==> src/rtl/shift_add_mult_pkg.sv <==
// shift_add_mult_pkg
// Shared definitions for the shift-and-add multiplier: the controller
// state encoding and the default operand width.
// Configuration macro: EARLY_TERM_EN (used by shift_add_mult_ctrl).
package shift_add_mult_pkg;

    // Default operand width; the product is twice this wide.
    localparam int DEFAULT_WIDTH = 16;

    // Controller states; ready/busy/done decode one state each.
    typedef enum logic [1:0] {
        IDLE = 2'd0,
        RUN  = 2'd1,
        DONE = 2'd2
    } state_t;

endpackage

==> src/rtl/shift_add_mult_ctrl_dp.sv <==
// shift_add_dp
// Datapath of the shift-and-add multiplier. Holds the multiplicand, the
// accumulator and the multiplier/low-product register. A load strobe
// clears the accumulator and captures both operands; a step strobe
// performs one add-and-shift.
// Ports:
//   clk, rst     clock and synchronous active-high reset
//   i_load       capture operands, clear accumulator
//   i_step       perform one add/shift step
//   i_mcand      multiplicand to capture on load
//   i_mplier     multiplier to capture on load
//   o_shifted    {sum, mreg} >> 1 for the current step (2*WIDTH bits)
module shift_add_dp
    import shift_add_mult_pkg::*;
#(
    parameter int WIDTH = DEFAULT_WIDTH
) (
    input  logic               clk,
    input  logic               rst,
    input  logic               i_load,
    input  logic               i_step,
    input  logic [WIDTH-1:0]   i_mcand,
    input  logic [WIDTH-1:0]   i_mplier,
    output logic [2*WIDTH-1:0] o_shifted
);

    logic [WIDTH-1:0] r_acc;
    logic [WIDTH-1:0] r_mreg;
    logic [WIDTH-1:0] r_mcand;
    logic [WIDTH:0]   w_sum;

    // The adder is one bit wider than the operands so the carry-out lands
    // in the top bit of the shifted result instead of being dropped.
    always_comb begin
        w_sum     = {1'b0, r_acc} + (r_mreg[0] ? {1'b0, r_mcand} : '0);
        o_shifted = {w_sum, r_mreg[WIDTH-1:1]};
    end

    // Operand capture and add/shift register; load has priority over step.
    always_ff @(posedge clk) begin
        if (rst) begin
            r_acc   <= '0;
            r_mreg  <= '0;
            r_mcand <= '0;
        end else if (i_load) begin
            r_acc   <= '0;
            r_mreg  <= i_mplier;
            r_mcand <= i_mcand;
        end else if (i_step) begin
            r_acc  <= o_shifted[2*WIDTH-1:WIDTH];
            r_mreg <= o_shifted[WIDTH-1:0];
        end
    end

endmodule

==> src/rtl/shift_add_mult_ctrl.sv <==
// shift_add_mult_ctrl
// Sequential unsigned multiplier controller. A request is accepted in
// IDLE when start is high; the operands are then multiplied one bit per
// cycle in RUN by the shift_add_dp datapath, and the product is latched
// into answer on the way to a single-cycle DONE.
// Configuration macro: EARLY_TERM_EN -- when defined, RUN ends as soon as
// the remaining multiplier bits are all zero, the result being shifted
// into its final position in the same edge.
// Ports:
//   clk, rst          clock and synchronous active-high reset
//   start             request, sampled only while ready is high
//   input1, input2    multiplicand / multiplier (unsigned, WIDTH bits)
//   ready, busy, done one-hot state decodes (IDLE, RUN, DONE)
//   answer            2*WIDTH-bit product, held until the next DONE
module shift_add_mult_ctrl
    import shift_add_mult_pkg::*;
#(
    parameter int WIDTH = DEFAULT_WIDTH
) (
    input  logic               clk,
    input  logic               rst,
    input  logic               start,
    input  logic [WIDTH-1:0]   input1,
    input  logic [WIDTH-1:0]   input2,
    output logic               ready,
    output logic               busy,
    output logic               done,
    output logic [2*WIDTH-1:0] answer
);

    localparam int CNT_W = (WIDTH > 1) ? $clog2(WIDTH) : 1;
    localparam logic [CNT_W-1:0] LAST_CNT = CNT_W'(WIDTH - 1);

    state_t             r_state;
    state_t             w_nextState;
    logic [CNT_W-1:0]   r_cnt;
    logic [2*WIDTH-1:0] r_answer;
    logic [2*WIDTH-1:0] w_shifted;
    logic [2*WIDTH-1:0] w_final;
    logic               w_load;
    logic               w_step;
    logic               w_last;

    shift_add_dp #(
        .WIDTH(WIDTH)
    ) u_dp (
        .clk       (clk),
        .rst       (rst),
        .i_load    (w_load),
        .i_step    (w_step),
        .i_mcand   (input1),
        .i_mplier  (input2),
        .o_shifted (w_shifted)
    );

`ifdef EARLY_TERM_EN
    // Shadow of the multiplier bits not yet consumed; once everything above
    // the current bit is zero, the remaining steps would only add zero, so
    // they collapse into a single shift by the remaining step count.
    logic [WIDTH-1:0] r_mrem;
    logic [CNT_W-1:0] w_rem;

    always_ff @(posedge clk) begin
        if (rst) begin
            r_mrem <= '0;
        end else if (w_load) begin
            r_mrem <= input2;
        end else if (w_step) begin
            r_mrem <= r_mrem >> 1;
        end
    end

    always_comb begin
        w_rem   = LAST_CNT - r_cnt;
        w_last  = (r_cnt == LAST_CNT) || (r_mrem[WIDTH-1:1] == '0);
        w_final = w_shifted >> w_rem;
    end
`else
    // Full-length run: the product is complete after the WIDTH-th step.
    always_comb begin
        w_last  = (r_cnt == LAST_CNT);
        w_final = w_shifted;
    end
`endif

    // Next-state and datapath strobes; start is only looked at in IDLE.
    always_comb begin
        w_nextState = r_state;
        w_load      = 1'b0;
        w_step      = 1'b0;
        unique case (r_state)
            IDLE: begin
                if (start) begin
                    w_load      = 1'b1;
                    w_nextState = RUN;
                end
            end
            RUN: begin
                w_step = 1'b1;
                if (w_last) begin
                    w_nextState = DONE;
                end
            end
            DONE: begin
                w_nextState = IDLE;
            end
            default: begin
                w_nextState = IDLE;
            end
        endcase
    end

    // State, step counter and result register; reset wins over everything.
    always_ff @(posedge clk) begin
        if (rst) begin
            r_state  <= IDLE;
            r_cnt    <= '0;
            r_answer <= '0;
        end else begin
            r_state <= w_nextState;
            if (w_load) begin
                r_cnt <= '0;
            end else if (w_step) begin
                r_cnt <= r_cnt + CNT_W'(1);
            end
            if (w_step && w_last) begin
                r_answer <= w_final;
            end
        end
    end

    always_comb begin
        ready  = (r_state == IDLE);
        busy   = (r_state == RUN);
        done   = (r_state == DONE);
        answer = r_answer;
    end

endmodule
==> config.mk <==
export PLATFORM = sky130hd
export DESIGN_NAME = shift_add_mult_ctrl
export DESIGN_NICKNAME = d
export VERILOG_FILES = /design/src/rtl/shift_add_mult_pkg.sv /design/src/rtl/shift_add_mult_ctrl_dp.sv /design/src/rtl/shift_add_mult_ctrl.sv
export SDC_FILE = /design/constraint.sdc
export NUM_CORES = 1
export LEC_CHECK = 0
export CAP_MARGIN = 25
export CORE_MARGIN = 2
export CORE_UTILIZATION = 58
export CTS_BUF_LIST = sky130_fd_sc_hd__clkbuf_4 sky130_fd_sc_hd__clkbuf_8 sky130_fd_sc_hd__clkbuf_16
export DETAILED_ROUTE_END_ITERATION = 6
export PLACE_DENSITY = 0.85
export SETUP_SLACK_MARGIN = 0.02
export SYNTH_ARGS = -nofsm -noshare
export SYNTH_HDL_FRONTEND = slang
export SYNTH_HIERARCHICAL = 1
export SYNTH_SLANG_ARGS = --single-unit
==> constraint.sdc <==
create_clock -name clk -period 3.82 [get_ports clk]
set_input_delay 0.573 -clock clk [delete_from_list [all_inputs] [get_ports clk]]
set_output_delay 0.573 -clock clk [all_outputs]
set_load 0.05 [all_outputs]
# Word level (Yosys, flattened, before mapping)
# Cells that the tools add are included.
totals:
  elab_cells: 27
  out_inout_bits: 35
  regBits: 86
  inputBits: 35
op_classes:
  mux: 9
  n_addsub: 2
  n_reduce_logical: 5
  eq_ne: 5
ops:
  columns: ["operator", "n"]
  rows:
  - ["$mux W16", 3]
  - ["$add A16 B17 Y17", 1]
  - ["$add A4 B1 Y4 const B", 1]
  - ["$eq A4 B4 Y1 const B", 1]
  - ["$mux W2", 2]
  - ["$pmux W2 S2", 1]
  - ["$mux W1", 3]
  - ["$eq A2 B1 Y1 const B", 1]
  - ["$eq A2 B2 Y1 const B", 1]
  - ["$logic_not A2 Y1", 1]
  - ["$ne A2 B1 Y1 const B", 1]
  - ["$ne A2 B2 Y1 const B", 1]
  - ["$reduce_and A2 Y1", 1]
  - ["$reduce_bool A2 Y1", 1]
  - ["$reduce_or A2 Y1", 1]
  - ["$logic_and A1 B1 Y1", 1]

# Logic depth before layout (Yosys ltp)
# Gate-level depths: netlist of run 1.
logic_depth:
  ltp_word: 4
  ltp_mapped: 12
  mapped_depth_nobuf: 11

# By module
# Netlist of run 1, hierarchy kept.
modules_own_cells:
  columns: ["mod", "area_per_inst_um2", "n_inst", "cells_per_inst", "seq_area_each_um2"]
  rows:
  - ["shift_add_dp", 2902.8, 1, 346, 960.9]
  - ["shift_add_mult_ctrl", 1636.6, 1, 176, 760.7]

# Least setup slack after synthesis of run 1
# OpenSTA, ideal clock, no wires.
synth_timing:
  path_type: "flip-flop to flip-flop"
  startpoint: "register u_dp.r_mreg[0]"
  endpoint: "register r_answer[31] (netlist: answer[31])"
  path_slack_ns: 1.190
  synth_period_minus_slack_ns: 2.630
  path_buffers: 1
  path_stages_with_launch: 13
  arrival_time_ns: 2.507
  path_cell_list: "dfxtp_1 -> clkbuf_1 -> and2_1 -> ha_1 -> fa_1 -> a21o_1 -> a221o_1 -> a221oi_2 -> o21ai_1 -> a21oi_1 -> inv_1 -> nand4b_1 -> o21ai_0"
synth_between:
  elab_chain_cells: 2
synth_rtl:
  columns: ["element", "line", "rtl"]
  rows:
  - ["from (decl)", "shift_add_mult_ctrl_dp.sv:28", "logic [WIDTH-1:0] r_mreg;"]
  - ["from (signal assigned)", "shift_add_mult_ctrl_dp.sv:47", "r_mreg <= i_mplier;"]
  - ["from (signal assigned)", "shift_add_mult_ctrl_dp.sv:51", "r_mreg <= o_shifted[WIDTH-1:0];"]
  - ["$mux W16", "shift_add_mult_ctrl_dp.sv:35", "w_sum = {1'b0, r_acc} + (r_mreg[0] ? {1'b0, r_mcand} : '0);"]
  - ["$add A16 B17 Y17", "shift_add_mult_ctrl_dp.sv:35", null]
  - ["net w_final[31]", "shift_add_mult_ctrl.sv:39", "logic [2*WIDTH-1:0] w_final;"]
  - ["to (signal assigned)", "shift_add_mult_ctrl.sv:127", "r_answer <= w_final;"]
  - ["to (decl)", "shift_add_mult_ctrl.sv:37", "logic [2*WIDTH-1:0] r_answer;"]
# The timed path passes the listed nets, and every way through them passes these cells.
# A chain may end at the register's enable or synchronous reset.

# Final worst setup path of run 1
# Same ends and word-level chain as after synthesis.

==> results.md, run 1 <==
* Run status: completed
* Core Area at approximately 7600 sq um
* Wire length of the first global-routing pass at approximately 17000 microns
* Crit-path slowest cell: dfxtp_1
* Reg2reg path depth at 11
* Aggregate routed wire length at 9904 microns
* CTS tree: yes
* Terminus of the critical flop-to-flop path: answer[31]
* Width of the die at around 90 microns
* Last weighted congestion value of the routability-driven placer at 0.9775
* Deepest level of the CTS H-tree at 3
* Yosys cell types at 53
* Instance count of the mapped netlist at 522
* Via Count at 3770
* Top_reg_cell synth: dfxtp_1
* Maximum clock frequency at about 0.35 GHz
* Mapped Nets at 575
* Diode count at 0
* Setup repair after global routing missed its margin: no
* Starting density of the core at 59.36%
* Quantity of gates resized following cts at 0
* Critical path class: reg2reg
* Endpoint of the worst setup timing path: answer[31]
* Remaining design rule violation count at 0
* Transition at the pin with the smallest max-transition slack at between 0.8 and 0.9 ns
* Global Route met2 Usage at 38.02%
* Initial antenna violation count at 0
* Reported leakage power at 2.088 nW
* Via-to-Cell Ratio at 5.712
* Final critical delay including setup and external delays at 2.876 ns
* Cell Count, Final, Fillers Out at 660
* Slack of the critical path at 0.9436 ns
* Met1 Use GR at roughly 34%
* Arrival @ worst endpoint at 3.13 ns
* Top-Level Pins at 70
* Source of the critical timing path: u_dp/r_mreg[0]
* Max-slew headroom at 45.79%
* Critical Path RT at a little over 4 ns
* Tcrit/Tclk final at 75.30%
* Number of buffers inserted to repair setup after CTS at 0
* GR peak layer: met2
* Final Max Slew Viols at 0
* Reg-to-reg critical path startpoint: u_dp/r_mreg[0]
* Worst-path fanout max at 17
* Nets at ~610
* Post-placement worst setup slack at roughly 0.95 ns
* Setup total negative slack at 0 ns
* Number of enable-type register cells in the synthesized netlist at 0
* Skew final at between 0.01 and 0.015 ns
* Proportion of layout cells with a drive suffix above 1 at 5.556%
* Power density of the placed cells at between 300 and 400 nW/um^2
* Clock Root Buffer: clkbuf_8
* Hold buffers post-CTS at 0
* Max Cap Viol at 0
* Count of endpoints failing setup in the final report at 0
* Number of rows in the core area at 32
* Async S/R FF share, synth at 0%
* Quantity of I/O buffers inserted on ports at 69
* Critical path's largest stage delay at 0.46 ns
* Clk pin slew, worst setup/hold paths at 0.10 ns
* Ordered list of cells on the worst path: and2_1, ha_1, fa_1, a21o_1, a221o_1, a221oi_2, o21ai_1, a21oi_1, inv_1, nand4b_1, o21ai_0
* Vias in the first global route at around 3500
* Buffer depth of the longest clock path at 2
* Type of the worst min-delay path: reg2reg
* Average cell area after synthesis at 8.696 sq um
* Overall global routing resource usage at 24.22%
* Total power after layout at 0.001716 W
* Startpoint type of the worst setup path: flip-flop
* Area Overhead vs Synth at 16.62%
* Max rail drop VDD at 0.0002766 V
* Proportion of synthesized chip area in sequential cells at between 30% and 40%
* Kind of end point of the critical path: flip-flop
* Detailed-placement wirelength estimate at 6942 microns
* Pin count of the biggest net entering global routing at 71
* Total CTS buffers at 9
* Flop2flop setup slack at 0.94 ns
* Number of synthesized register bits at 86
* Yosys warning total at 6
* Number of DRC violations after detailed-routing iteration 0 at 247
* Number of cells after detailed placement at 644
* DR pass1 iterations at 5
* Remaining Overflow, GRT at 0
* DR WL/cell at 15.01 microns
* Die area at 8550 sq um
* Clock latency reported for the late side of the worst-skew pair at 0.36 ns
* Antenna Nets Post-Route at 0
* Post-Syn Area at 4539 sq um
* Met3 layer usage reported by global route at ~4.6%
* # clock sinks at 86
* Final hold vios at 0
* Die H at 92.47 microns
-- cells in the final DEF, fill, tap and decap left out, types with 2 or more instances in the layout --
master	instances
o21ai_1	3
and2_1	16
o21ai_0	38
clkinvlp_4	3
ha_1	17
nor3_1	4
dfxtp_1	86
buf_4	5
a21o_1	8
a22oi_1	2
nor2b_1	2
o211ai_1	3
nor2_1	72
xnor2_1	6
xor2_1	6
nand2b_1	33
nand4b_1	33
nand3_1	14
clkdlybuf4s50_1	68
and3_1	4
or3_1	3
mux2i_1	43
a31oi_1	2
inv_6	3
nand2_1	8
a21oi_1	30
a31o_2	3
inv_1	5
o21bai_1	3
clkbuf_8	9
-- per-stage QoR --
step	hold WS, ns	instance area (sq um)	util, %
after floorplan	0.4515	4539	-
after global placement	0.4572	5116	66.90
after detailed placement	0.4629	5116	66.90
after CTS	0.4786	5294	69.22
after global routing	0.5033	5294	69.22
final	0.4756	5294	69.22
-- worst min-delay path by stage --
stage,start,endpoint,slack [ns],depth (start not counted)
2_1_floorplan,u_dp/r_mcand[0],u_dp/r_mcand[0],0.45,2
3_5_place_dp,answer[21],answer[21],0.46,2
4_1_cts,answer[21],answer[21],0.48,2
5_1_grt,answer[7],answer[7],0.50,2
6_report,answer[21],answer[21],0.48,2
3_3_place_gp,answer[21],answer[21],0.46,2
-- logic make-up (layout without fill, tap and decap cells) --
logic type	after synthesis	count (layout)	share of synthesized area (%)
compound gates	104	104	13.75
simple gates	198	198	24.45
flops	86	86	37.93
mux	43	43	9.482
xor+xnor	13	13	2.674
buf+inv	60	96	6.588
fa+ha+maj	18	18	5.127
-- final cells by class --
cell class,instances,area [sq um]
clock buffers,9,123.9
repair buffers,74,723.2
inverters,6,22.52
fillers,611,2354
clock inverters,7,53.80
multi-input cells,376,2521
well taps,102,127.6
flip-flops and latches,86,1722
-- layer usage --
metal	vias to the layer above	part of all wire [%]
li1	1879	-
met1	1770	48
met2	111	46
met3	10	4.7
met4	0	1.2
met5	-	0
-- cells in the mapped netlist, types with 2 or more instances --
library cell	instances	share of area, %
a21o_1	8	1.3
buf_2	5	0.55
nor3_1	4	0.44
a31oi_1	2	0.28
o21bai_1	3	0.50
nor2b_1	2	0.28
nand2b_1	33	4.5
clkbuf_1	25	2.1
o21ai_1	3	0.33
a21oi_1	30	3.3
dfxtp_1	86	38
or3_1	3	0.41
xnor2_1	6	1.2
xor2_1	6	1.2
nand4b_1	33	6.4
and3_1	4	0.55
ha_1	17	4.7
and2_1	17	2.3
a22oi_1	2	0.33
inv_1	5	0.41
buf_4	15	2.5
mux2i_1	43	9.5
o21ai_0	38	4.2
buf_1	5	0.41
nand2_1	8	0.66
a31o_2	3	0.58
clkbuf_2	3	0.33
and2b_1	2	0.33
nand3_1	14	1.5
o211ai_1	3	0.50
nor2_1	72	6.0
-- report_power, final --
group	switching (W)	leakage, nW	internal (W)
clock network	0.000351	0.0827	0.000242
logic	0.0000935	1.31	0.0000893
registers	0.0000203	0.698	0.000920
total	0.000465	2.09	0.00125
-- critical path, delay by kind of cell (launching register included) --
kind	cells	cell delay, ns
flops	1	0.46
compound gates	6	1.31
fa+ha+maj	2	0.61
simple gates	2	0.33
buf+inv	1	0.06
-- state kept, by name (all words and copies together) (netlist names) --
signal        cells
u_dp/r_mcand     16
answer           32
r_state           2
r_cnt             4
u_dp/r_acc       16
u_dp/r_mreg      16
Power figures use the tool's default switching activity.
==> run 2: changes to the inputs <==
- CORE_UTILIZATION: 58 -> 54
- PLACE_DENSITY: 0.85 -> 0.8
- clock period: 3.82 -> 2.8 ns (I/O delays scaled with it)
==> run 2 against run 1 <==
Net effect:
- count of clock-buffer cells in the layout up 1
- sequential share of layout area shrank 0.57 points
- largest power group unchanged
- combinational power rose by 41%
- hold slack got worse by 0.064 ns
- critical path depth fell by 1
- global-route usage decreased by 1.1 points
- flip-flop and latch count did not move
- critical path type unchanged
- first-iteration DRC count decreased by 7.7%
- largest cell class unchanged
- setup slack lost 0.80 ns
- via count fell by 1.6%
- sequential power up 36%
- die area increased by 7.1%
==> results.md, run 2 (synthesis gave the netlist of run 1 again) <==
* Run status: completed
* Number of rows in the core area at 33 (+3.1%)
* # clock sinks at 86 (unchanged)
* DR WL/cell at 15.15 microns (+0.96%)
* Source of the critical timing path: u_dp/r_mreg[0]
* Remaining design rule violation count at 0 (unchanged)
* Count of endpoints failing setup in the final report at 0 (unchanged)
* Hold buffers post-CTS at 0 (unchanged)
* Placed Area at 5142 sq um (+0.51%)
* Most frequent standard cell in the layout excluding fill and tap cells: dfxtp_1
* Post-route cell area at 5389 sq um (+1.8%)
* Skew final at 0.008793 ns (-0.003925 ns)
* Aggregate routed wire length at 10110 microns (+2.0%)
* Max-slew headroom at 44.36% (-1.4 points)
* Reg-to-reg critical path startpoint: u_dp/r_mreg[0]
* Worst-path fanout max at 14 (-3)
* Total of fill cells in the finished design at 678 (+11%)
* Via-to-Cell Ratio at 5.562 (-2.6%)
* Critical Path RT at 3.09 ns (-0.98 ns)
* Wire length of the first global-routing pass at 16550 microns (-1.3%)
* Starting density of the core at 55.52% (-3.8 points)
* Top-Level Pins at 70 (unchanged)
* Critical path class: reg2reg
* Type of the worst min-delay path: in2reg
* Die H at 95.69 microns (+3.5%)
* Max rail drop VDD at 0.0003073 V (+11%)
* Setup repair after global routing missed its margin: yes
* Tcrit/Tclk final at 95.03% (+20 points)
* Transition at the pin with the smallest max-transition slack at 0.8316 ns (+0.02148 ns)
* Antenna Nets Post-Route at 0 (unchanged)
* Combined area of the multi-input logic cells at 2530 sq um (+0.35%)
* Pin count of the biggest net entering global routing at 102 (+44%)
* Final critical delay including setup and external delays at 2.661 ns (-0.2157 ns)
* DR pass1 iterations at 5 (unchanged)
* Flop2flop setup slack at 0.14 ns (-0.80 ns)
* Power density of the placed cells at 471.7 nW/um^2 (+46%)
* Total CTS buffers at 9 (unchanged)
* Detailed-placement wirelength estimate at 7008 microns (+0.96%)
* Startpoint type of the worst setup path: flip-flop
* Clock Root Buffer: clkbuf_8
* Final Max Slew Viols at 0 (unchanged)
* Vias in the first global route at 3487 (-1.4%)
* Reg2reg path depth at 10 (-1)
* Max Cap Viol at 0 (unchanged)
* CTS tree: yes
* Buffer depth of the longest clock path at 2 (unchanged)
* Proportion of layout cells with a drive suffix above 1 at 6.762% (+1.2 points)
* Kind of end point of the critical path: flip-flop
* Via Count at 3710 (-1.6%)
* Number of DRC violations after detailed-routing iteration 0 at 228 (-7.7%)
* Overall global routing resource usage at 23.16% (-1.1 points)
* Sequential standard cell area at 1722 sq um (unchanged)
* Width of the die at 95.69 microns (+3.5%)
* Remaining Overflow, GRT at 0 (unchanged)
* Area Overhead vs Synth at 18.72%
* Commonest cells after routing, fill and taps aside: dfxtp_1, nor2_1, clkdlybuf4s50_1
* Setup total negative slack at 0 ns (unchanged)
* Quantity of I/O buffers inserted on ports at 69 (unchanged)
* Reported leakage power at 2.133 nW (+2.1%)
* Diode count at 0 (unchanged)
* Last weighted congestion value of the routability-driven placer at 0.8845 (-9.5%)
* Die area at 9156 sq um (+7.1%)
* Arrival @ worst endpoint at 2.95 ns (-0.18 ns)
* Clk pin slew, worst setup/hold paths at 0.09 ns (about the same)
* Final hold vios at 0 (unchanged)
* Clock latency reported for the late side of the worst-skew pair at 0.36 ns (about the same)
* Core Area at 8175 sq um (+6.9%)
* Deepest level of the CTS H-tree at 3 (unchanged)
* Maximum clock frequency at 0.3758 GHz (+8.1%)
* Terminus of the critical flop-to-flop path: answer[27]
* Number of flip-flops in the largest register at 32 (unchanged)
* Nets at 610 (+0.66%)
* Initial antenna violation count at 0 (unchanged)
* Endpoint of the worst setup timing path: answer[27]
[run 2: worst min path at each step]
stage	start	endpoint	slack [ns]	depth (start not counted)
6_report	rst	answer[27]	0.41	3
5_1_grt	rst	answer[27]	0.41	3
4_1_cts	rst	answer[27]	0.40	3
3_5_place_dp	answer[13]	answer[13]	0.47	2
3_3_place_gp	answer[21]	answer[21]	0.46	2
2_1_floorplan	u_dp/r_mcand[0]	u_dp/r_mcand[0]	0.45	2
[run 2: through the flow]
| step | total power, W | utilization (%) | hold slack (ns) | worst slack (ns) | cells |
|---|---|---|---|---|---|
| floorplan | 0.001490 | - | 0.4515 | 0.1701 | 522 |
| global placement | 0.001559 | 62.90 | 0.4577 | 0.2380 | 650 |
| detailed placement | 0.001563 | 62.90 | 0.4691 | 0.1494 | 650 |
| CTS | 0.002567 | 65.72 | 0.3966 | 0.1219 | 666 |
| global route | 0.002640 | 65.92 | 0.4125 | 0.02010 | 667 |
| finish | 0.002542 | 65.92 | 0.4120 | 0.1393 | 667 |
[run 2: final cells by class]
type / instances / share of cell area [%]
Multi-Input combinational cell: 376 / 46.95
Sequential cell: 86 / 31.95
Timing Repair Buffer: 78 / 13.98
Clock buffer: 10 / 2.554
Tap cell: 105 / 2.438
Clock inverter: 6 / 1.718
Inverter: 6 / 0.4179
[run 2: power by group]
| part | internal [W] | leakage, nW | switching [W] | total (W) |
|---|---|---|---|---|
| combinational | 0.000123 | 1.32 | 0.000134 | 0.000258 |
| clock | 0.000533 | 0.110 | 0.000472 | 0.00101 |
| sequential | 0.00126 | 0.698 | 0.0000235 | 0.00128 |
[run 2: per-layer routing]
layer  wire (microns)  global-route usage, %  vias up
li1                 -                      -     1895
met4              138                  7.976        0
met2             4552                  36.77      101
met1             4880                  31.31     1702
met5                0                      0        -
met3              533                  4.664       12
[run 2: critical path, cell delays in order, from the launching register on]
cell and delay (ns):
dfxtp_1 0.33, buf_4 0.18, and2_1 0.17, ha_1 0.34, a21o_1 0.23, a221o_1 0.42, a221oi_2 0.34, buf_4 0.16
xnor2_1 0.17, nand4b_1 0.14, o21ai_0 0.11
[run 2: repair_timing]
| action | CTS | global route |
|---|---|---|
| resized for setup | 0 | 4 |
| setup endpoints to repair | 0 | 3 |
| setup buffers | 0 | 1 |
==> run 3: changes to the inputs <==
- CORE_MARGIN: 2 -> 1.5
==> run 3 against run 2 <==
Net effect:
- critical path depth increased by 1
- clock power about the same
- global-route usage increased by 0.18 points
- power decreased by 0.31%
- utilization about the same
- count of clock-buffer cells in the layout decreased by 1
- routed wire length decreased by 0.76%
- critical endpoint is now answer[31]
- highest routed layer unchanged
==> results.md, run 3 (synthesis gave the netlist of run 1 again) <==
* Top-Level Pins at 70 (unchanged)
* Startpoint type of the worst setup path: flip-flop
* Transition at the pin with the smallest max-transition slack at 0.8442 ns (+0.01255 ns)
* Power density of the placed cells at 470.5 nW/um^2 (-0.27%)
* Via Count at 3768 (+1.6%)
* Worst-path fanout max at 15 (+1)
* Critical Path RT at 3.05 ns (-0.04 ns)
* DR WL/cell at 15.01 microns (-0.91%)
* Quantity of I/O buffers inserted on ports at 69 (unchanged)
* Worst slack on hold paths at 0.3876 ns (-0.02444 ns)
* Starting density of the core at 55.52% (unchanged)
* Setup total negative slack at 0 ns (unchanged)
* Last weighted congestion value of the routability-driven placer at 1.024 (+16%)
* Skew final at 0.007867 ns (-0.0009260 ns)
* Diode count at 0 (unchanged)
* Max rail drop VDD at 0.0003045 V (-0.88%)
* Setup repair after global routing missed its margin: no
* Clk pin slew, worst setup/hold paths at 0.09 ns (about the same)
* Die H at 94.69 microns (-1.0%)
* Proportion of layout cells with a drive suffix above 1 at 6.572% (-0.19 points)
* Slack of the critical path at 0.1885 ns (+0.04925 ns)
* Vias in the first global route at 3383 (-3.0%)
* Pin count of the biggest net entering global routing at 102 (unchanged)
* Arrival @ worst endpoint at 2.86 ns (-0.09 ns)
* Die area at 8965 sq um (-2.1%)
* Core Area at 8175 sq um (unchanged)
* Total power after layout at 0.002534 W (-0.31%)
* Clock latency reported for the late side of the worst-skew pair at 0.36 ns (about the same)
* Post-placement worst setup slack at 0.1909 ns (+0.04150 ns)
* Final hold vios at 0 (unchanged)
* Antenna Nets Post-Route at 0 (unchanged)
* Detailed-placement wirelength estimate at 6914 microns (-1.4%)
* Initial antenna violation count at 0 (unchanged)
* Number of rows in the core area at 33 (unchanged)
* Clock Root Buffer: clkbuf_8
* DR pass1 iterations at 4 (-1)
* # clock sinks at 86 (unchanged)
* Total CTS buffers at 9 (unchanged)
* Commonest cells after routing, fill and taps aside: dfxtp_1, nor2_1, clkdlybuf4s50_1
* Nets at 611 (+0.16%)
* Number of flip-flops in the largest register at 32 (unchanged)
* Remaining Overflow, GRT at 0 (unchanged)
* Via-to-Cell Ratio at 5.641 (+1.4%)
* Kind of end point of the critical path: flip-flop
* Area Overhead vs Synth at 18.66% (about the same)
* Wire length of the first global-routing pass at 16390 microns (-0.92%)
* Reported leakage power at 2.140 nW (+0.36%)
* CTS tree: yes
* Run status: completed
* Remaining design rule violation count at 0 (unchanged)
* Buffer depth of the longest clock path at 2 (unchanged)
* Overall global routing resource usage at 23.34% (+0.18 points)
* Final Max Slew Viols at 0 (unchanged)
* Final critical delay including setup and external delays at 2.611 ns (-0.04925 ns)
* Deepest level of the CTS H-tree at 3 (unchanged)
* Critical path class: reg2reg
* Most frequent standard cell in the layout excluding fill and tap cells: dfxtp_1
* Width of the die at 94.69 microns (-1.0%)
* Max Cap Viol at 0 (unchanged)
* Count of endpoints failing setup in the final report at 0 (unchanged)
* Tcrit/Tclk final at 93.27% (-1.8 points)
* Number of DRC violations after detailed-routing iteration 0 at 217 (-4.8%)
* Type of the worst min-delay path: in2reg
* Flop2flop setup slack at 0.19 ns (+0.05 ns)
* Aggregate routed wire length at 10030 microns (-0.76%)
* Max-slew headroom at 43.52% (-0.84 points)
* Maximum clock frequency at 0.3829 GHz (+1.9%)
==> run 3: changes by cell type in the layout (fill, tap and decap cells not counted) <==
cell,delta
clkbuf_8,-1
nor2_1,+1
clkinvlp_4,-1
nor2_2,-1
o21ai_0,+1
buf_4,+1
a21oi_2,-1
clkinv_4,+1
o21ai_1,-1
inv_6,+1
a21oi_1,+1
==> run 3: stage by stage <==
stage                     instance area, sq um  cells  utilization (%)
after detailed placement                  5142    650            62.90
after floorplan                           4539    522                -
after CTS                                 5369    666            65.67
after global routing                      5386    668            65.89
final                                     5386    668            65.89
after global placement                    5142    650            62.90
==> run 3: worst paths after layout <==
check,start,end,cells after the start
worst max-delay path,u_dp/r_mreg[0],answer[31],11
worst min-delay path,rst,answer[27],3
worst max register to register,u_dp/r_mreg[0],answer[31],11
worst min register to register,answer[8],answer[8],2
==> run 3: critical path, stage by stage (launching register included) <==
cell and delay [ns]:
dfxtp_1 0.32, buf_4 0.18, and2_1 0.17, ha_1 0.34
a21o_1 0.23, a221o_1 0.40, a221oi_2 0.34, o21ai_1 0.11
a21oi_1 0.18, inv_1 0.07, nand4b_1 0.09, o21ai_0 0.08
==> run 3: where the power goes <==
part	internal [W]	switching [W]
sequential	0.00126	0.0000234
combinational	0.000124	0.000135
clock	0.000513	0.000483
total	0.00189	0.000641
==> run 3: what timing repair did <==
item | 4_1_cts | 5_1_grt
endpoints found under the setup margin | 0 | 1
hold buffers | 0 | 0
buffers inserted | 0 | 2
hold endpoints to repair | 0 | 0
resized for setup | 0 | 1
==> run 3: layer usage <==
metal | GRT usage, % | wire length, microns | vias up | share of wire, %
met5 | 0 | 0 | - | 0
met4 | 7.214 | 88 | 0 | 0.88
met3 | 5.314 | 531 | 8 | 5.3
met2 | 34.40 | 4454 | 101 | 44
met1 | 33.63 | 4954 | 1769 | 49
li1 | - | - | 1890 | -
==> run 3: cell type report <==
type / instances / area (sq um)
clock buffer: 9 / 123.9
tap: 105 / 131.4
clock inverter: 7 / 102.6
timing repair buffer: 79 / 760.7
inverter: 6 / 22.52
fill: 656 / 2789
multi-input combinational: 376 / 2524
sequential: 86 / 1722
